--- config.mk ---
export PLATFORM = sky130hd
export DESIGN_NAME = output_port_allocator
export DESIGN_NICKNAME = d
export VERILOG_FILES = /design/src/rtl/output_port_allocator.sv
export SDC_FILE = /design/constraint.sdc
export NUM_CORES = 1
export LEC_CHECK = 0
export CORE_UTILIZATION = 45
export DETAILED_ROUTE_END_ITERATION = 8
export PLACE_DENSITY = 0.75
export SLEW_MARGIN = 20
export SYNTH_ARGS = -nofsm -noshare
export SYNTH_HDL_FRONTEND = slang
export SYNTH_SLANG_ARGS = --single-unit
--- constraint.sdc ---
create_clock -name clk_noc -period 4.9 [get_ports clk_noc]
set_input_delay 0.98 -clock clk_noc [delete_from_list [all_inputs] [get_ports clk_noc]]
set_output_delay 0.98 -clock clk_noc [all_outputs]
set_load 0.1 [all_outputs]
--- src/rtl/output_port_allocator.sv ---
// Output-port switch allocator: round-robin, wormhole lock, credits.
// Optional stall counter enabled by OUTPUT_ALLOC_STALL_CNT_EN.
module output_port_allocator #(
  parameter int NUM_INPUTS        = 5,
  parameter int FLIT_BUFFER_DEPTH = 8,
  parameter int CREDIT_WIDTH      = $clog2(FLIT_BUFFER_DEPTH+1),
  parameter int IDX_WIDTH         = $clog2(NUM_INPUTS)
) (
  input  logic                    clk_noc,
  input  logic                    rst_noc,
  input  logic [NUM_INPUTS-1:0]   req,
  input  logic [NUM_INPUTS-1:0]   req_is_tail,
  input  logic [NUM_INPUTS-1:0]   turn_disable,
  input  logic                    credit_in,
  output logic [NUM_INPUTS-1:0]   grant,
  output logic                    send_out,
  output logic                    is_tail_out,
  output logic                    locked,
  output logic [IDX_WIDTH-1:0]    owner,
  output logic [CREDIT_WIDTH-1:0] credit_count,
`ifdef OUTPUT_ALLOC_STALL_CNT_EN
  output logic [31:0]             stall_cycles,
`endif
  output logic                    credit_overflow
);

  localparam logic [CREDIT_WIDTH-1:0] FULL =
    CREDIT_WIDTH'(FLIT_BUFFER_DEPTH);

  logic                    r_locked;
  logic [IDX_WIDTH-1:0]    r_owner;
  logic [IDX_WIDTH-1:0]    r_rr_ptr;
  logic [CREDIT_WIDTH-1:0] r_credit;
  logic                    r_ovf;

  logic [NUM_INPUTS-1:0]   w_elig;
  logic [NUM_INPUTS-1:0]   w_own_mask;
  logic [NUM_INPUTS-1:0]   w_grant;
  logic [IDX_WIDTH-1:0]    w_hi;
  logic [IDX_WIDTH-1:0]    w_lo;
  logic [IDX_WIDTH-1:0]    w_win;
  logic                    w_hi_vld;
  logic                    w_can_send;
  logic                    w_send;
  logic                    w_tail;

  function automatic logic [IDX_WIDTH-1:0] f_next(
    input logic [IDX_WIDTH-1:0] x
  );
    if (x == IDX_WIDTH'(NUM_INPUTS-1))
      f_next = '0;
    else
      f_next = x + IDX_WIDTH'(1);
  endfunction

  assign w_elig     = req & ~turn_disable;
  assign w_can_send = (r_credit != '0);

  // Lowest eligible index at/above rr_ptr, else lowest overall (wrap).
  always_comb begin
    w_hi     = '0;
    w_lo     = '0;
    w_hi_vld = 1'b0;
    for (int i = NUM_INPUTS-1; i >= 0; i--) begin
      if (w_elig[i]) begin
        w_lo = IDX_WIDTH'(i);
        if (IDX_WIDTH'(i) >= r_rr_ptr) begin
          w_hi     = IDX_WIDTH'(i);
          w_hi_vld = 1'b1;
        end
      end
    end
    w_win = w_hi_vld ? w_hi : w_lo;
  end

  always_comb begin
    w_own_mask = '0;
    w_grant    = '0;
    for (int i = 0; i < NUM_INPUTS; i++) begin
      w_own_mask[i] = (r_owner == IDX_WIDTH'(i));
      if (r_locked)
        w_grant[i] = w_own_mask[i] & req[i] & w_can_send;
      else
        w_grant[i] = w_can_send & (|w_elig)
                   & (w_win == IDX_WIDTH'(i));
    end
  end

  assign w_send = |w_grant;
  assign w_tail = |(w_grant & req_is_tail);

  always_ff @(posedge clk_noc or posedge rst_noc) begin
    if (rst_noc) begin
      r_locked <= 1'b0;
      r_owner  <= '0;
      r_rr_ptr <= '0;
      r_credit <= FULL;
      r_ovf    <= 1'b0;
    end else begin
      if (r_locked) begin
        if (w_send && w_tail) begin
          r_locked <= 1'b0;
          r_rr_ptr <= f_next(r_owner);
        end
      end else if (w_send) begin
        if (w_tail) begin
          r_rr_ptr <= f_next(w_win);
        end else begin
          r_locked <= 1'b1;
          r_owner  <= w_win;
        end
      end
      if (w_send && !credit_in) begin
        r_credit <= r_credit - CREDIT_WIDTH'(1);
      end else if (credit_in && !w_send) begin
        if (r_credit == FULL)
          r_ovf <= 1'b1;
        else
          r_credit <= r_credit + CREDIT_WIDTH'(1);
      end
    end
  end

`ifdef OUTPUT_ALLOC_STALL_CNT_EN
  logic [31:0] r_stall;
  logic        w_pending;

  assign w_pending = r_locked ? |(req & w_own_mask) : |w_elig;

  always_ff @(posedge clk_noc or posedge rst_noc) begin
    if (rst_noc)
      r_stall <= '0;
    else if (w_pending && !w_can_send && r_stall != '1)
      r_stall <= r_stall + 32'd1;
  end

  assign stall_cycles = r_stall;
`endif

  assign grant           = w_grant;
  assign send_out        = w_send;
  assign is_tail_out     = w_tail;
  assign locked          = r_locked;
  assign owner           = r_owner;
  assign credit_count    = r_credit;
  assign credit_overflow = r_ovf;

endmodule

==> flow_summary.json <==
{
  "status": "complete, but fails checks",
  "violations": "setup timing",
  "cts_made_buffers": 3,
  "setup_violations": 1,
  "drt_iter0_markers": 90,
  "yosys_most_used_dff": "dfrtp_1",
  "final_cells": 237,
  "fin_ws_ns": -0.0634,
  "nNetsFinal": 241,
  "maxSlewHeadroom_pct": 33.5,
  "synth.area.top_cells": "dfrtp_1 (22%), ha_1 (14%), inv_1 (4.5%)",
  "drtPass1Iterations": 5,
  "final_max_slew_viol_count": 0,
  "area_delta_synth_final_pct": 65.9,
  "ant_nets": 0,
  "final_common_cell": "buf_4",
  "wire_per_inst_um": 19.0,
  "period_share_pct": 101,
  "hp-start": "credit_overflow",
  "core_area_mm2": 0.00257,
  "r2r_start": "r_rr_ptr[1]",
  "max-cap-violations": 0,
  "grt_max_degree": 13,
  "end_kind": "output port",
  "grt_pass1_wl_mm": 6.02,
  "clkTransAtPathRegs_ns": 0.08,
  "crit_path_start_kind": "input port",
  "hpwl_mm": 3.12,
  "use_met1_pct": 37.4,
  "critical_path_required_ns": 3.92,
  "cts_buffer_depth": 2,
  "antenna_found_initial": 0,
  "worstPathArrival_ns": 3.98,
  "cts_tree": "done",
  "clock_latency_ns": 0.28,
  "worst-slew-pin-transition_ns": 0.994,
  "htree_levels": 1,
  "totalWireLength_mm": 4.51,
  "clock-sinks": 12,
  "fin_skew_ns": 0.00252,
  "hold_path.class": "flip-flop to flip-flop",
  "final_cell_mix": "buf_4 (34), clkdlybuf4s50_1 (24), inv_1 (13)",
  "syn_inst": 138,
  "postSynthAreaPerCell_um2": 9.16,
  "post_drt_via_cell_ratio": 5.94,
  "synth_area_mm2": 0.00126,
  "critPathKind": "input port to output port",
  "die_h_um": 55.0,
  "busiest_layer": "met2",
  "initial_utilization_pct": 49.2,
  "rrSetupSlack_ns": 0.96,
  "drcViolationCount": 0,
  "grt_util_met2_pct": 48.0,
  "timing.critical_path.from": "req[3]",
  "syn-num-nets": 171,
  "hold_viol_final": 0,
  "grt_use_total_pct": 28.8,
  "use_met3_pct": 6.28,
  "crit_fanout": 4,
  "synth_top_area_cell": "dfrtp_1",
  "grt_pass1_vias": 1325,
  "synth.top_cell.area_share_pct": 21.8,
  "portBuffers": 33,
  "gp_congestion": 0.933,
  "cts_hold_buf": 0,
  "dr_total_vias": 1407,
  "die_x_um": 55.0,
  "period_needed_ns": 4.96,
  "die_area_mm2": 0.00302,
  "synth_edf_count": 0,
  "grt_overflow_total": 0,
  "yosysWarnings": 0,
  "cts_root_buffer": "clkbuf_4",
  "synth_cell_types": 53,
  "seq_area_frac_synth_pct": 23.9,
  "dp.cells": 226,
  "antenna_cells": 0,
  "async_reset_ff_share_pct": 100,
  "synth_seq_cells": 12,
  "ios": 34,
  "fp-row-count": 18,
  "max_freq_mhz": 201,
  "drive_above_1_share_pct": 38.6
}
[layout make-up]
class,count,area (µm²)
clock buffer,4,36.3
fill,145,470
inverter,15,56.3
multi-input combinational,108,993
sequential,12,302
tap,30,37.5
timing repair buffer,68,672
[state kept, by name (all words and copies together), names as in the netlist, named ones only]
name	flops
credit_count	4
owner	3
r_rr_ptr	3
credit_overflow	1
[kinds of logic after synthesis]
kind of cell	count (synthesis)	share of synthesized area, %
XOR/XNOR	4	2.77
AO/OA/AOI/OAI	40	25.3
multiplexers	6	5.94
flip-flops	12	23.9
adder cells (fa/ha/maj)	15	15.4
AND/OR/NAND/NOR	43	20.1
buffers and inverters	18	6.53
[cells in the mapped netlist, types with 2 or more instances]
library cell / count
a32o_1: 3
inv_1: 15
nor2b_1: 2
xnor2_1: 2
a21oi_1: 3
nor3_1: 2
o21ai_0: 4
o22ai_1: 4
nor4_1: 2
nor2b_4: 2
o21ai_1: 2
nor2_1: 8
buf_6: 2
nand2b_1: 2
mux2i_1: 3
a31o_2: 2
ha_1: 14
a222oi_1: 2
nand2_1: 8
a211oi_1: 2
xor2_1: 2
dfrtp_1: 11
nand3_1: 8
o21a_1: 2
mux2_4: 3
[critical path, stage by stage]
cell,delay [ns]
clkdlybuf4s50_1,0.42
nor2b_2,0.18
buf_4,0.14
nor4_1,0.42
o21ai_0,0.16
nor2_1,0.20
inv_1,0.10
ha_2,0.22
nand2b_1,0.09
o21ai_1,0.07
a32o_2,0.24
and2_4,0.17
a221oi_4,0.28
nand2_4,0.10
buf_12,0.18
[final timing paths]
path / endpoint / cells after the start
min in group asynchronous: credit_overflow / 2
max in group asynchronous: credit_count[3] / 2
setup / recovery: is_tail_out / 15
hold / removal: credit_overflow / 1
hold reg to reg: credit_overflow / 1
setup reg to reg: credit_count[3] / 16
[layer usage]
metal  vias up  share of wire (%)
met5         -                  0
met4         0                2.2
met3        14                7.3
met2        62                 51
met1       681                 39
li1        650                  -
[through the flow]
step | hold WS [ns] | setup WS (ns) | utilization [%] | TNS, ns | area (µm²)
after global placement | 0.450 | -0.0140 | 73.7 | -0.0140 | 1890
after floorplan | 0.570 | 0.0227 | - | 0 | 1270
after global routing | 0.494 | -0.158 | 81.7 | -0.158 | 2100
final | 0.469 | -0.0634 | 81.7 | -0.0634 | 2100
after detailed placement | 0.453 | -0.208 | 73.7 | -0.576 | 1890
after CTS | 0.471 | 0.0291 | 76.6 | 0 | 1970
[repair_timing]
item	in CTS	in global routing
setup endpoints to repair	2	3
resized for setup	4	21
pin swaps	8	10
hold endpoints to repair	0	0
setup buffers	5	4
Power is left out: the tool's default activity adds up to more than one toggle a clock period on the data nets, which glitch-free logic cannot reach.
